$ cat src/rtl/cr_mem_rd_streamer_if.sv
// cr_mem_rd_streamer_if: command, RAM read port and output stream bundle for the burst read streamer
interface cr_mem_rd_streamer_if #(
  parameter int ADDR_W = 8,
  parameter int DATA_W = 16,
  parameter int LEN_W  = 9
);
  logic              cmd_valid;
  logic              cmd_ready;
  logic [ADDR_W-1:0] cmd_addr;
  logic [LEN_W-1:0]  cmd_len;
  logic              mem_rd_read;
  logic [ADDR_W-1:0] mem_rd_addr;
  logic [DATA_W-1:0] mem_rd_data;
  logic              mem_rd_valid;
  logic              out_valid;
  logic              out_ready;
  logic [DATA_W-1:0] out_data;
  logic              out_last;
  logic              busy;
  logic              done;
  modport master (
    input  cmd_valid, cmd_addr, cmd_len, mem_rd_data, mem_rd_valid, out_ready,
    output cmd_ready, mem_rd_read, mem_rd_addr, out_valid, out_data, out_last, busy, done
  );
  modport slave (
    output cmd_valid, cmd_addr, cmd_len, mem_rd_data, mem_rd_valid, out_ready,
    input  cmd_ready, mem_rd_read, mem_rd_addr, out_valid, out_data, out_last, busy, done
  );
endinterface

$ cat src/rtl/cr_mem_rd_streamer.sv
// cr_mem_rd_streamer: burst RAM reader with credit-controlled FWFT return FIFO feeding a valid/ready stream
module cr_mem_rd_streamer #(
  parameter int ADDR_W     = 8,
  parameter int DATA_W     = 16,
  parameter int RD_LATENCY = 4,
  parameter int FIFO_DEPTH = 8,
  parameter int LEN_W      = 9
) (
  input logic                   clk,
  input logic                   reset_n,
  cr_mem_rd_streamer_if.master  bus
);
  localparam int PW = $clog2(FIFO_DEPTH);
  localparam int CW = PW + 1;
  typedef enum logic [1:0] {IDLE, RUN, DRAIN} state_t;
  state_t            state_q, state_d;
  logic [ADDR_W-1:0] addr_q, addr_d;
  logic [LEN_W-1:0]  rem_q, rem_d, ret_q, ret_d;
  logic [CW-1:0]     infl_q, infl_d, occ_q, occ_d;
  logic [PW-1:0]     wr_ptr_q, wr_ptr_d, rd_ptr_q, rd_ptr_d;
  logic              done_q, done_d;
  logic [DATA_W:0]   mem_q [FIFO_DEPTH];
  logic              cmd_fire, issue, wr, pop, head_last;
  function automatic logic [PW-1:0] nxt(input logic [PW-1:0] p);
    return p == PW'(FIFO_DEPTH - 1) ? '0 : p + PW'(1);
  endfunction
  always_comb begin
    head_last = mem_q[rd_ptr_q][DATA_W];
    cmd_fire  = state_q == IDLE && bus.cmd_valid;
    // credit: words already buffered plus reads still in the RAM pipeline must fit in the FIFO
    issue     = state_q == RUN && rem_q != '0 && ({1'b0, occ_q} + {1'b0, infl_q} < (CW+1)'(FIFO_DEPTH));
    wr        = bus.mem_rd_valid && infl_q != '0;
    pop       = occ_q != '0 && bus.out_ready;
    state_d   = state_q;
    addr_d    = issue ? addr_q + ADDR_W'(1) : addr_q;
    rem_d     = issue ? rem_q - LEN_W'(1) : rem_q;
    ret_d     = wr ? ret_q - LEN_W'(1) : ret_q;
    infl_d    = infl_q + CW'(issue) - CW'(wr);
    occ_d     = occ_q + CW'(wr) - CW'(pop);
    wr_ptr_d  = wr ? nxt(wr_ptr_q) : wr_ptr_q;
    rd_ptr_d  = pop ? nxt(rd_ptr_q) : rd_ptr_q;
    done_d    = cmd_fire && bus.cmd_len == '0;
    if (cmd_fire && bus.cmd_len != '0) begin
      addr_d  = bus.cmd_addr;
      rem_d   = bus.cmd_len;
      ret_d   = bus.cmd_len;
      state_d = RUN;
    end
    if (issue && rem_q == LEN_W'(1)) state_d = DRAIN;
    if (state_q == DRAIN && pop && head_last) begin
      state_d = IDLE;
      done_d  = 1'b1;
    end
  end
  always_ff @(posedge clk) begin
    if (!reset_n) begin
      state_q  <= IDLE;
      addr_q   <= '0;
      rem_q    <= '0;
      ret_q    <= '0;
      infl_q   <= '0;
      occ_q    <= '0;
      wr_ptr_q <= '0;
      rd_ptr_q <= '0;
      done_q   <= 1'b0;
    end else begin
      state_q  <= state_d;
      addr_q   <= addr_d;
      rem_q    <= rem_d;
      ret_q    <= ret_d;
      infl_q   <= infl_d;
      occ_q    <= occ_d;
      wr_ptr_q <= wr_ptr_d;
      rd_ptr_q <= rd_ptr_d;
      done_q   <= done_d;
    end
  end
  // the final return of the burst is tagged as last when it enters the FIFO
  always_ff @(posedge clk) begin
    if (wr) mem_q[wr_ptr_q] <= {ret_q == LEN_W'(1), bus.mem_rd_data};
  end
  assign bus.cmd_ready   = state_q == IDLE;
  assign bus.mem_rd_read = issue;
  assign bus.mem_rd_addr = addr_q;
  assign bus.out_valid   = occ_q != '0;
  assign bus.out_data    = mem_q[rd_ptr_q][DATA_W-1:0];
  assign bus.out_last    = occ_q != '0 && head_last;
  assign bus.busy        = state_q != IDLE;
  assign bus.done        = done_q;
  a_no_overflow: assert property (@(posedge clk) disable iff (!reset_n)
    !(wr && !pop && occ_q == CW'(FIFO_DEPTH))) else $error("return FIFO overflow");
  a_len_legal: assert property (@(posedge clk) disable iff (!reset_n)
    cmd_fire |-> bus.cmd_len <= LEN_W'(2 ** ADDR_W)) else $error("burst length too large");
  a_infl_bound: assert property (@(posedge clk) disable iff (!reset_n)
    infl_q <= CW'(RD_LATENCY)) else $error("more reads outstanding than RAM latency");
endmodule

$ cat src/flat_wrapper.sv
// flat-port wrapper written by rule: the top's interface ports become plain ports
module cr_mem_rd_streamer_flat 
#(
  parameter int ADDR_W     = 8,
  parameter int DATA_W     = 16,
  parameter int RD_LATENCY = 4,
  parameter int FIFO_DEPTH = 8,
  parameter int LEN_W      = 9
)
  (clk, reset_n, bus_cmd_valid, bus_cmd_addr, bus_cmd_len, bus_mem_rd_data, bus_mem_rd_valid, bus_out_ready, bus_cmd_ready, bus_mem_rd_read, bus_mem_rd_addr, bus_out_valid, bus_out_data, bus_out_last, bus_busy, bus_done);
  cr_mem_rd_streamer_if #(.ADDR_W(ADDR_W), .DATA_W(DATA_W), .LEN_W(LEN_W)) bus_i ();
  input logic clk;
  input logic reset_n;
  input wire logic [$bits(bus_i.cmd_valid)-1:0] bus_cmd_valid;
  input wire logic [$bits(bus_i.cmd_addr)-1:0] bus_cmd_addr;
  input wire logic [$bits(bus_i.cmd_len)-1:0] bus_cmd_len;
  input wire logic [$bits(bus_i.mem_rd_data)-1:0] bus_mem_rd_data;
  input wire logic [$bits(bus_i.mem_rd_valid)-1:0] bus_mem_rd_valid;
  input wire logic [$bits(bus_i.out_ready)-1:0] bus_out_ready;
  output wire logic [$bits(bus_i.cmd_ready)-1:0] bus_cmd_ready;
  output wire logic [$bits(bus_i.mem_rd_read)-1:0] bus_mem_rd_read;
  output wire logic [$bits(bus_i.mem_rd_addr)-1:0] bus_mem_rd_addr;
  output wire logic [$bits(bus_i.out_valid)-1:0] bus_out_valid;
  output wire logic [$bits(bus_i.out_data)-1:0] bus_out_data;
  output wire logic [$bits(bus_i.out_last)-1:0] bus_out_last;
  output wire logic [$bits(bus_i.busy)-1:0] bus_busy;
  output wire logic [$bits(bus_i.done)-1:0] bus_done;
  assign bus_i.cmd_valid = bus_cmd_valid;
  assign bus_i.cmd_addr = bus_cmd_addr;
  assign bus_i.cmd_len = bus_cmd_len;
  assign bus_i.mem_rd_data = bus_mem_rd_data;
  assign bus_i.mem_rd_valid = bus_mem_rd_valid;
  assign bus_i.out_ready = bus_out_ready;
  assign bus_cmd_ready = bus_i.cmd_ready;
  assign bus_mem_rd_read = bus_i.mem_rd_read;
  assign bus_mem_rd_addr = bus_i.mem_rd_addr;
  assign bus_out_valid = bus_i.out_valid;
  assign bus_out_data = bus_i.out_data;
  assign bus_out_last = bus_i.out_last;
  assign bus_busy = bus_i.busy;
  assign bus_done = bus_i.done;
  cr_mem_rd_streamer #(.ADDR_W(ADDR_W), .DATA_W(DATA_W), .RD_LATENCY(RD_LATENCY), .FIFO_DEPTH(FIFO_DEPTH), .LEN_W(LEN_W)) u_core (.clk(clk), .reset_n(reset_n), .bus(bus_i));
endmodule
$ cat config.mk
export PLATFORM = sky130hd
export DESIGN_NAME = cr_mem_rd_streamer_flat
export DESIGN_NICKNAME = d
export VERILOG_FILES = /design/src/rtl/cr_mem_rd_streamer_if.sv /design/src/rtl/cr_mem_rd_streamer.sv /design/src/flat_wrapper.sv
export SDC_FILE = /design/constraint.sdc
export NUM_CORES = 1
export LEC_CHECK = 0
export CAP_MARGIN = 25
export CORE_UTILIZATION = 39
export DETAILED_ROUTE_END_ITERATION = 16
export REMOVE_ABC_BUFFERS = 1
export SLEW_MARGIN = 5
export SYNTH_ARGS = -nofsm -noshare
export SYNTH_HDL_FRONTEND = slang
export SYNTH_SLANG_ARGS = --single-unit
export TNS_END_PERCENT = 50
$ cat constraint.sdc
create_clock -name clk -period 3.6 [get_ports clk]
set_input_delay 0.72 -clock clk [delete_from_list [all_inputs] [get_ports clk]]
set_output_delay 0.72 -clock clk [all_outputs]
set_load 0.02 [all_outputs]
==> results.toml <==
[yosys]
synthAdderAreaFrac = 0.04275
yosysWarningCount = 0
ys.flop_type = "edfxtp_1"
synth_area_per_cell_um2 = 15.33
syn_inst = 500
yosys_register_bits = 182
synth-xor-area-share = 0.01485
synth_edf_count = 136
syn-cell-area_um2 = 7667
synth_top_family_by_area = "multiplexers"
muxShareOfSynthArea = 0.1247
synth-simple-area-share = 0.07458
synth_cell_types = 58
synth_compound_area_frac = 0.06168
async_flop_share = 0
seq_area_frac_synth = 0.6527

[clock_network]
h-tree-depth = 4
cts_sinks = 182
cts_hold_buf = 0
post_cts_buffers = 0
cts_root_buf = "clkbuf_16"
path_clk_slew_ps = 70
cts_buffer_depth = 2
cts-resized-gates = 0
cts_buffers = 17
clock_latency_ps = 420
cts_tree = "built"

[place]
io_buffers = 67
dp_hpwl_mm = 9.958
gp_congestion = 0.8901

[sta]
period_minus_slack_ps = 3351
tightest_slew_ps = 572.0
fin_skew_ps = 8.785
finalCritPeriodShare = 0.9309
maxSlewViolCount = 0
slew_headroom = 0.6178
hold_viol = 0
tns_ps = 0
fmax_mhz = 298.4
setup_viol = 0
rsz0062_at_grt = "false"

[route]
highest_layer = "met4"
viasPerCell = 5.186
detail_route.wl_per_cell_um = 17.81
met2_length_mm = 7.517
drtIter0Drc = 208
firstDrtPassIters = 4
drc = 0
ant_nets = 0
wl_met1_mm = 6.729
vias = 4450
drt_wl_total_mm = 15.28
wl_met3_um = 805

[global_routing]
gr-total-overflow = 0
grt_first_pass_wirelength_mm = 24.58
antenna_found_initial = 2
grt_max_degree = 33
grt_pass1_vias = 4653
grt_usage = 0.1634

[final_layout]
syn2layout_area_growth_pct = 22.11
final_common_cell = "edfxtp_1"
multiInputGateArea_um2 = 2469
final_util = 0.4939
fillCellCount = 1636
layout_common_cells = "136 x edfxtp_1, 67 x clkdlybuf4s50_1, 45 x dfxtp_1"
regArea_um2 = 5006
nets = 647
layout-drive-gt1-share = 0.1943

[floorplan]
die_y_um = 142.2
core_area_um2 = 18960
die_w_um = 142.2
io_pins = 68
die_area_um2 = 20230
start_util = 0.4045
rows = 50

[power_and_ir_drop]
power.density_cell_area_nw_per_um2 = 664.5
p_leak_uw = 0.003166
max-vdd-ir-drop_uv = 322.0

[setup_path]
crit_fanout = 10
cp-end-kind = "primary output"
arrival_ps = 2630
worstPathCellList = "ha_1 -> a211oi_1 -> nand4_1 -> buf_4 -> or2_1 -> inv_2 -> clkdlybuf4s50_1"
cp_slowest_cell = "clkdlybuf4s50_1"
timing.reg2reg.setup_slack_ps = 600
crit_required_ps = 2880
path_class = "flop to primary output"
crit_start = "u_core.occ_q[2]"
timing.rr.start = "u_core.rem_q[4]"
cp-start-kind = "flop"
cpPeakStageDelay_ps = 640

[run_status]
outcome = "finished clean"

[worst_hold_path]
hp-class = "flop to flop"
hp-start = "u_core.bus.mem_rd_addr[7]"

[flow_run]
drv_cap = 0
-- cell families (layout without fill, tap and decap cells) --
| group | after synthesis | in the layout |
|---|---|---|
| simple gates | 110 | 110 |
| xor+xnor | 13 | 13 |
| compound gates | 71 | 71 |
| flops | 182 | 182 |
| fa+ha+maj | 25 | 25 |
| mux | 51 | 51 |
| other cells | 0 | 1 |
| buf+inv | 48 | 145 |
-- per-stage QoR --
stage	total power (uW)	setup WS, ps	hold WS, ps	std cells	cell area [um^2]
floorplan	3714	389.1	454.1	477	7541
global placement	4298	713.9	477.8	825	8735
detailed placement	4331	613.2	478.5	825	8735
CTS	6293	237.6	490.3	857	9360
global route	6542	59.80	521.8	857	9360
finish	6221	248.8	488.0	858	9363
-- path summary, 6_finish.rpt --
check                         endpoint  depth (start not counted)
max reg2reg           u_core.infl_q[2]                         11
min reg2reg  u_core.bus.mem_rd_addr[7]                          2
max                    bus_mem_rd_read                          7
min          u_core.bus.mem_rd_addr[7]                          2
-- per-layer routing --
metal  vias up  GRT usage
met4         0    0.05829
met1      2177     0.2071
met3        24    0.03903
met5         -          0
met2       137     0.2730
li1       2112          -
-- cell usage after synthesis (6+ instances only) --
| library cell | n | share of area |
|---|---|---|
| edfxtp_1 | 136 | 0.53 |
| dfxtp_1 | 46 | 0.12 |
| mux4_2 | 34 | 0.10 |
| nand2_1 | 29 | 0.014 |
| nor2_1 | 25 | 0.012 |
| ha_1 | 23 | 0.038 |
| inv_1 | 23 | 0.011 |
| a21oi_1 | 19 | 0.012 |
| mux2_2 | 16 | 0.023 |
| clkbuf_1 | 12 | 0.0059 |
| o21ai_0 | 11 | 0.0072 |
| nor3_1 | 10 | 0.0065 |
| a211oi_1 | 8 | 0.0078 |
| buf_2 | 7 | 0.0046 |
| xor2_1 | 7 | 0.0080 |
| nor4_1 | 6 | 0.0049 |
| xnor2_1 | 6 | 0.0069 |
-- state kept, by name, summed over array words and instances, names as in the netlist, named ones only --
signal / count
u_core.rem_q: 9
u_core.occ_q: 4
u_core.state_q: 2
u_core.ret_q: 9
u_core.rd_ptr_q: 3
u_core.mem_q: 136
u_core.wr_ptr_q: 3
u_core.infl_q: 4
u_core.bus.done: 1
u_core.bus.mem_rd_addr: 8
-- final cells by class --
type                       count  share of cell area
sequential                   182              0.5347
multi-input combinational    270              0.2637
timing repair buffer          88             0.08980
clock buffer                  18             0.04584
tap                          260             0.03475
clock inverter                14             0.02098
inverter                      25             0.01002
antenna                        1           0.0002673
-- critical path, delay by kind of cell, from the launching register on --
| kind | cells | cell delay (ps) |
|---|---|---|
| adders and majority gates | 1 | 300 |
| buffers and inverters | 3 | 1000 |
| and+or+nand+nor | 2 | 360 |
| DFF | 1 | 320 |
| AOI/OAI and AO/OA | 1 | 210 |
-- where the power goes --
part / leakage, uW / internal (uW) / total [uW] / switching [uW]
Combinational: 0.00125 / 819 / 1680 / 858
Sequential: 0.00162 / 2460 / 2590 / 130
Clock: 0.000295 / 1170 / 1950 / 783
Total: 0.00317 / 4450 / 6220 / 1770
Note: power is estimated with default switching activity, not from simulation.
